<file path="src/rtl/seq_shifter_if.sv">
// Handshake and operand/result bundle for seq_shifter.
// SEQ_SHIFTER_ABORT_EN adds the abort request line.
interface seq_shifter_if #(
    parameter int unsigned WIDTH = 32,
    parameter int unsigned AMT_W = 6
);
    logic              start;
    logic [2:0]        cmd;
    logic [AMT_W-1:0]  amount;
    logic [WIDTH-1:0]  B;
    logic              Cin;
    logic              ready;
    logic              busy;
    logic              done;
    logic [WIDTH-1:0]  data;
    logic              C;
`ifdef SEQ_SHIFTER_ABORT_EN
    logic              abort;
`endif

    modport master (
`ifdef SEQ_SHIFTER_ABORT_EN
        output abort,
`endif
        output start, cmd, amount, B, Cin,
        input  ready, busy, done, data, C
    );

    modport slave (
`ifdef SEQ_SHIFTER_ABORT_EN
        input  abort,
`endif
        input  start, cmd, amount, B, Cin,
        output ready, busy, done, data, C
    );
endinterface

</file>
<file path="src/rtl/seq_shifter.sv">
// Multi-cycle shift/rotate unit: one bit position per clock, start/busy/done handshake.
// Optional macro SEQ_SHIFTER_ABORT_EN adds an abort input that cancels an operation in SHIFT.
module seq_shifter #(
    parameter int unsigned WIDTH = 32,
    parameter int unsigned AMT_W = 6
) (
    input  logic          clk,
    input  logic          reset,
    seq_shifter_if.slave  bus
);
    localparam logic [2:0] CMD_SHL  = 3'd0;
    localparam logic [2:0] CMD_SHR  = 3'd1;
    localparam logic [2:0] CMD_ASR  = 3'd2;
    localparam logic [2:0] CMD_ROL  = 3'd3;
    localparam logic [2:0] CMD_ROR  = 3'd4;
    localparam logic [2:0] CMD_ROLN = 3'd5;
    localparam logic [2:0] CMD_RORN = 3'd6;
    localparam logic [2:0] CMD_RSV  = 3'd7;

    typedef enum logic [1:0] {IDLE, SHIFT, DONE} state_t;

    state_t             state;
    logic [2:0]         op;
    logic [AMT_W-1:0]   count;
    logic [WIDTH-1:0]   shift_data;
    logic               carry;
    logic               ready_r;
    logic               busy_r;
    logic               done_r;
    logic               abort_req;

`ifdef SEQ_SHIFTER_ABORT_EN
    assign abort_req = bus.abort;
`else
    assign abort_req = 1'b0;
`endif

    // One single-bit step on {carry, data}; reserved cmd holds its zeroed value.
    function automatic logic [WIDTH:0] step(input logic [2:0] f_op, input logic c,
                                            input logic [WIDTH-1:0] d);
        logic [WIDTH:0] r;
        r = {c, d};
        case (f_op)
            CMD_SHL:  r = {d[WIDTH-1], d[WIDTH-2:0], 1'b0};
            CMD_SHR:  r = {d[0], 1'b0, d[WIDTH-1:1]};
            CMD_ASR:  r = {d[0], d[WIDTH-1], d[WIDTH-1:1]};
            CMD_ROL:  r = {d[WIDTH-1], d[WIDTH-2:0], c};
            CMD_ROR:  r = {d[0], c, d[WIDTH-1:1]};
            CMD_ROLN: r = {d[WIDTH-1], d[WIDTH-2:0], d[WIDTH-1]};
            CMD_RORN: r = {d[0], d[0], d[WIDTH-1:1]};
            default:  r = {c, d};
        endcase
        return r;
    endfunction

    always_ff @(posedge clk) begin
        if (reset) begin
            state      <= IDLE;
            op         <= 3'd0;
            count      <= '0;
            shift_data <= '0;
            carry      <= 1'b0;
            ready_r    <= 1'b1;
            busy_r     <= 1'b0;
            done_r     <= 1'b0;
        end else begin
            case (state)
                IDLE: begin
                    done_r <= 1'b0;
                    if (bus.start) begin
                        op    <= bus.cmd;
                        count <= bus.amount;
                        if (bus.cmd == CMD_RSV) begin
                            shift_data <= '0;
                            carry      <= 1'b0;
                        end else begin
                            shift_data <= bus.B;
                            carry      <= bus.Cin;
                        end
                        ready_r <= 1'b0;
                        if (bus.amount == '0) begin
                            state  <= DONE;
                            done_r <= 1'b1;
                        end else begin
                            state  <= SHIFT;
                            busy_r <= 1'b1;
                        end
                    end
                end
                SHIFT: begin
                    {carry, shift_data} <= step(op, carry, shift_data);
                    count <= count - AMT_W'(1);
                    // Abort wins over the final step handing off to DONE.
                    if (abort_req) begin
                        state   <= IDLE;
                        busy_r  <= 1'b0;
                        ready_r <= 1'b1;
                    end else if (count == AMT_W'(1)) begin
                        state  <= DONE;
                        busy_r <= 1'b0;
                        done_r <= 1'b1;
                    end
                end
                DONE: begin
                    state   <= IDLE;
                    done_r  <= 1'b0;
                    ready_r <= 1'b1;
                end
                default: begin
                    state   <= IDLE;
                    ready_r <= 1'b1;
                    busy_r  <= 1'b0;
                    done_r  <= 1'b0;
                end
            endcase
        end
    end

    assign bus.ready = ready_r;
    assign bus.busy  = busy_r;
    assign bus.done  = done_r;
    assign bus.data  = shift_data;
    assign bus.C     = carry;
endmodule

</file>
<file path="src/flat_wrapper.sv">
// flat-port wrapper written by rule: the top's interface ports become plain ports
module seq_shifter_flat 
#(
    parameter int unsigned WIDTH = 32,
    parameter int unsigned AMT_W = 6
)
  (clk, reset, bus_start, bus_cmd, bus_amount, bus_B, bus_Cin, bus_ready, bus_busy, bus_done, bus_data, bus_C);
  seq_shifter_if #(.WIDTH(WIDTH), .AMT_W(AMT_W)) bus_i ();
  input  logic clk;
  input  logic reset;
  input wire logic [$bits(bus_i.start)-1:0] bus_start;
  input wire logic [$bits(bus_i.cmd)-1:0] bus_cmd;
  input wire logic [$bits(bus_i.amount)-1:0] bus_amount;
  input wire logic [$bits(bus_i.B)-1:0] bus_B;
  input wire logic [$bits(bus_i.Cin)-1:0] bus_Cin;
  output wire logic [$bits(bus_i.ready)-1:0] bus_ready;
  output wire logic [$bits(bus_i.busy)-1:0] bus_busy;
  output wire logic [$bits(bus_i.done)-1:0] bus_done;
  output wire logic [$bits(bus_i.data)-1:0] bus_data;
  output wire logic [$bits(bus_i.C)-1:0] bus_C;
  assign bus_i.start = bus_start;
  assign bus_i.cmd = bus_cmd;
  assign bus_i.amount = bus_amount;
  assign bus_i.B = bus_B;
  assign bus_i.Cin = bus_Cin;
  assign bus_ready = bus_i.ready;
  assign bus_busy = bus_i.busy;
  assign bus_done = bus_i.done;
  assign bus_data = bus_i.data;
  assign bus_C = bus_i.C;
  seq_shifter #(.WIDTH(WIDTH), .AMT_W(AMT_W)) u_core (.clk(clk), .reset(reset), .bus(bus_i));
endmodule
</file>
<file path="config.mk">
export PLATFORM = sky130hd
export DESIGN_NAME = seq_shifter_flat
export DESIGN_NICKNAME = d
export VERILOG_FILES = /design/src/rtl/seq_shifter_if.sv /design/src/rtl/seq_shifter.sv /design/src/flat_wrapper.sv
export SDC_FILE = /design/constraint.sdc
export NUM_CORES = 1
export LEC_CHECK = 0
export ABC_AREA = 0
export CORE_MARGIN = 5
export CORE_UTILIZATION = 46
export CTS_CLUSTER_SIZE = 10
export DETAILED_ROUTE_END_ITERATION = 10
export PLACE_DENSITY = 0.81
export SETUP_SLACK_MARGIN = 0.02
export SYNTH_ARGS = -nofsm -noshare
export SYNTH_HDL_FRONTEND = slang
export SYNTH_SLANG_ARGS = --single-unit
</file>
<file path="constraint.sdc">
create_clock -name clk -period 2 [get_ports clk]
set_clock_uncertainty 0.1 [all_clocks]
set_input_delay 0.2 -clock clk [delete_from_list [all_inputs] [get_ports clk]]
set_output_delay 0.2 -clock clk [all_outputs]
set_load 0.01 [all_outputs]
</file>
Word level (Yosys, flattened, before mapping):

Index checks and enable logic that the tools add are counted.

* register bits after elaboration: 47
* bits of input ports: 45
* output and inout bits: 36
* logic and storage cells: 62

* $add $sub $neg: 1
* eq/ne operators: 16
* muxes and demuxes: 23
* bitwise operators: 2
* reductions and logical operators: 11

Operators with widths (number)
* 33-bit case mux with 7 select lines: 1
* 32-bit 2-to-1 mux: 2
* 32-bit case mux with 2 select lines: 1
* 3-bit equality test, second input constant: 4
* 6-bit case mux with 2 select lines: 1
* 1-bit 2-to-1 mux: 9
* 8-bit inequality test, second input constant: 1
* 2-bit AND reduction: 4
* 4-bit AND reduction: 2
* 7-bit inequality test, second input constant: 1
* 3-bit by 2-bit equality test with 1-bit output, second input constant: 2
* 6-bit by 1-bit equality test with 1-bit output, second input constant: 1
* 6-bit logical NOT: 1
* 2-bit 2-to-1 mux: 3
* 6-bit 2-to-1 mux: 1
* 2-bit inequality test, second input constant: 3
* 1-bit case mux with 2 select lines: 3
* 6-bit by 1-bit subtractor with 6-bit output, second input constant: 1
* 2-bit case mux with 2 select lines: 1
* 3-bit by 1-bit equality test with 1-bit output, second input constant: 1
* 3-bit logical NOT: 1
* 1-bit case mux with 3 select lines: 1
* 3-bit AND reduction: 1
* 2-bit by 1-bit equality test with 1-bit output, second input constant: 1
* 5 further kinds: 6

Depth between registers and ports, before layout:

* word-level depth: 4
* depth in mapped cells: 7
* gate-level depth less buffers: 6

Worst setup path before layout:

OpenSTA, ideal clock, no wires.

* path type: reg-to-reg
* from: register u_core.op[0]
* to: register u_core.shift_data[18] (netlist: u_core.bus.data[18])
* library setup time: 0.123 ns
* arrival: 1.470 ns
* data required time: 1.777 ns
* setup slack: 0.308 ns
* stages on the path, launching flop included: 8
* buffers on the path: 3
* period minus slack after synthesis: 1.692 ns
* path through: dfxtp_1 > buf_4 > or3_1 > clkbuf_2 > buf_6 > nand3_1 > a21oi_1 > a221o_2

* cells in the longest elaborated chain, start to end: 3
* elaborated cells between the ends (all ways): 11
* classes of those cells: eq/ne (7); mux (2); reduce/logical (2)

Ends and longest elaborated chain
* from (decl): RTL line seq_shifter.sv:23 `logic [2:0] op;`
* from (signal assigned): RTL line seq_shifter.sv:71 `op <= bus.cmd;`
* 3-bit equality test, or another cell as far along: RTL line seq_shifter.sv:43 `case (f_op)`
* 33-bit case mux with 7 select lines or 8-bit inequality test (tied branches)
* 32-bit case mux with 2 select lines or 3-bit AND reduction (tied branches)
* to (signal assigned): RTL line seq_shifter.sv:77 `shift_data <= bus.B;`
* to (signal assigned): RTL line seq_shifter.sv:91 `{carry, shift_data} <= step(op, carry, shift_data);`
* to (decl): RTL line seq_shifter.sv:25 `logic [WIDTH-1:0] shift_data;`

Several ways; a longest one is shown, not always the timed one.
A chain may end at the register's enable or synchronous reset.

Worst setup path in the final report:

* from: register u_core.op[2]
* to: register u_core.shift_data[31] (netlist: u_core.bus.data[31])

* cells in the longest elaborated chain, start to end: 3
* elaborated cells between the ends (all ways): 12
* classes of those cells: eq/ne (8); mux (2); reduce/logical (2)

Ends and longest elaborated chain (RTL line)
* 3-bit equality test, or another cell as far along: seq_shifter.sv:43
* 33-bit case mux with 7 select lines, or another cell as far along: seq_shifter.sv:43
* 32-bit case mux with 2 select lines or 4-bit AND reduction (tied branches)

Several ways; a longest one is shown, not always the timed one.

==> impl_results.md <==
- Synth Register Bits: 47
- Vias: 2751
- Setup WS post-layout: 0.160 ns
- Internal: 0.00173 W
- CP endpoint kind: register
- Clock network fraction of total power: 28.6%
- First-pass GRT wire length: 12400 um
- Remaining DRCs: 0
- Post-route cell area: 0.00355 mm^2
- Syn Nets: 345
- CTS max path bufs: 2
- Die X: 84.1 um
- Worst R2R Start: u_core.op[2]$_SDFFE_PP0P_
- Async set-reset flop share out of synthesis: 0%
- Tightest Pin Transition: 0.517 ns
- GRT Residual Overflow: 0
- Outcome: finished clean
- Critical path type: reg -> reg
- Leakage: 1.23 nW
- Final min period: 1.84 ns
- Post-DP Area: 0.00342 mm^2
- CTS tree: built
- Overall routed net length: 7510 um
- DP Worst Slack: 0.00860 ns
- Seq/Total Area, Yosys: 37.2%
- Switching Share: 29.3%
- Post-layout net count: 420
- Combinational share of power: 26.2%
- Setup violations, final: 0
- Antenna violations before repair: 0
- Yosys cell types: 49
- Critical path peak fanout: 28
- IO Port Bufs: 80
- DRT iter0 DRCs: 199
- Seq pwr share: 45.1%
- Unrepaired setup endpoints after global routing: true
- Worst-Skew Late Latency: 0.30 ns
- Critical path startpoint category: register
- Hold buffers post-CTS: 0
- Area of the die: 0.00708 mm^2
- Vias in the first global route: 2588
- Post-synth EDFFs: 0
- CP startpoint: u_core.op[2]$_SDFFE_PP0P_
- HP Class: in -> reg
- Synth Instances: 298
- Required time worst endpoint: 2.09 ns
- Final ANT Viol Nets: 0
- Final cell count without fillers: 446
- Layout cells sized above 1: 13.6%
- Relative max-transition margin: 65.4%
- Wire length per cell: 16.8 um
- Initial Util: 46.5%
- Setup TNS: 0 ns
- DP HPWL: 5250 um
- Final hold violations: 0
- Hold Path Origin: bus_cmd[2]
- Area delta synth->final: 40.5%
- Drt via density: 6.17
- Max VDD drop: 0.370 mV
- DP Cell Count: 438
- Hold Path Stages: 3
- Routability cong.: 0.841
- DRT Pass-1 Iters: 5
- WHS: 0.374 ns
- Worst R2R Path Depth: 6
- Num ports: 81
- ANT cells: 0
- Post-Synthesis Cell Area: 0.00253 mm^2
- FMAX: 543 MHz
- CTS sink count: 47
- Core ar.: 0.00544 mm^2
- Crit path DAT: 1.93 ns
- FP Rows: 27
- Cell area power density: 690 mW/mm^2
- Most common flop cell mapped by yosys: dfxtp_1
- Total CTS buffers: 5
- Root Buffer: clkbuf_8
- P_sw: 0.000718 W
- Die Y: 84.1 um
- Syn Area/Cell: 8.49 um^2
- Pins Over Slew Limit: 0
- Synth warnings: 0
- Worst-path clk slew: 0.09 ns
- Final Cycle Share: 92.0%
- H-tree depth: 2
- Largest net degree at the start of global routing: 32
- GRT Util Overall: 20.7%
- Max-cap violation count: 0
synth_stat cells (2+ instances only):
master	count	area, um^2
a221o_2	17	191
inv_1	5	18.8
nand3b_1	3	22.5
buf_6	8	90.1
nand2_1	12	45.0
a211oi_1	4	30.0
a21oi_1	38	190
nand3_1	33	165
nor2_1	11	41.3
o21a_1	2	15.0
nor2b_1	3	18.8
clkbuf_1	17	63.8
ha_1	2	25.0
a311oi_1	2	17.5
buf_2	4	20.0
o22ai_1	4	25.0
a31oi_1	2	12.5
or3_1	2	12.5
nor4_1	2	12.5
nor3_1	3	15.0
dfxtp_1	47	941
a221o_1	15	150
o21ai_0	35	175
nand2b_1	2	12.5
metrics by stage:
step / util (%) / power (W)
2_1_floorplan: - / 0.00145
3_5_place_dp: 63.0 / 0.00176
3_3_place_gp: 63.0 / 0.00174
4_1_cts: 65.1 / 0.00245
5_1_grt: 65.3 / 0.00257
6_report: 65.3 / 0.00245
critical path: stages, from the launching register on:
cell and delay (ns):
dfxtp_1 0.42, buf_4 0.19, o21ai_2 0.28, buf_8 0.25, nand2_1 0.10, a311oi_1 0.28
a211oi_1 0.10
layout by cell type (no fill, tap or decap), types with 4 or more instances in the layout:
| master | instances |
|---|---|
| nand2_1 | 12 |
| nor2_1 | 10 |
| inv_1 | 5 |
| clkdlybuf4s50_1 | 80 |
| a221o_2 | 17 |
| nand3_1 | 33 |
| o22ai_1 | 4 |
| o21ai_0 | 35 |
| clkbuf_8 | 5 |
| buf_4 | 15 |
| a221o_1 | 15 |
| dfxtp_1 | 47 |
| a211oi_1 | 4 |
| a21oi_1 | 38 |
cells by family after synthesis:
family | share of synthesized area (%)
adder cells (fa/ha/maj) | 0.989
AND/OR/NAND/NOR | 17.4
flip-flops | 37.2
XOR/XNOR | 0.693
multiplexers | 0.841
buffers and inverters | 8.11
AO/OA/AOI/OAI | 34.7
cell type report:
class,count,area [um^2]
fillers,478,1890
multi-input cells,215,1400
repair buffers,99,988
flip-flops and latches,47,941
well taps,72,90.1
clock buffers,5,68.8
clock inverters,3,43.8
inverters,5,18.8
flip-flops by register name, summed over array words and instances (netlist names):
signal / count
u_core.bus.C: 1
u_core.bus.busy: 1
u_core.bus.data: 32
u_core.bus.done: 1
u_core.bus.ready: 1
u_core.count: 6
u_core.op: 3
u_core.state: 2
final timing paths:
| check | to | slack, ns |
|---|---|---|
| worst min register to register | u_core.bus.ready$_SDFFE_PP1P_ | 0.41 |
| worst min-delay path | u_core.op[2]$_SDFFE_PP0P_ | 0.37 |
| worst max-delay path | u_core.bus.data[31]$_SDFFE_PP0P_ | 0.16 |
| worst max register to register | u_core.bus.data[31]$_SDFFE_PP0P_ | 0.16 |
layer usage:
layer | vias to the layer above | global-route usage [%] | wire (um)
met1 | 1308 | 28.0 | 3170
met2 | 132 | 33.1 | 3660
li1 | 1299 | - | -
met3 | 12 | 3.83 | 516
met5 | - | 0 | 0
met4 | 0 | 7.16 | 158
power by group through the flow:
stage / sequential [W] / combinational, W / clock [W]
after floorplan: 0.00112 / 0.000326 / 0
after global placement: 0.00112 / 0.000621 / 0
after detailed placement: 0.00112 / 0.000635 / 0
after CTS: 0.00110 / 0.000638 / 0.000713
after global routing: 0.00112 / 0.000696 / 0.000759
final: 0.00111 / 0.000644 / 0.000702
repair_timing:
item                                    4_1_cts  5_1_grt
buffers inserted                              0        0
endpoints found under the setup margin       14       19
gates resized for setup                       1        4
No activity file was read; power rests on OpenSTA's default activity.
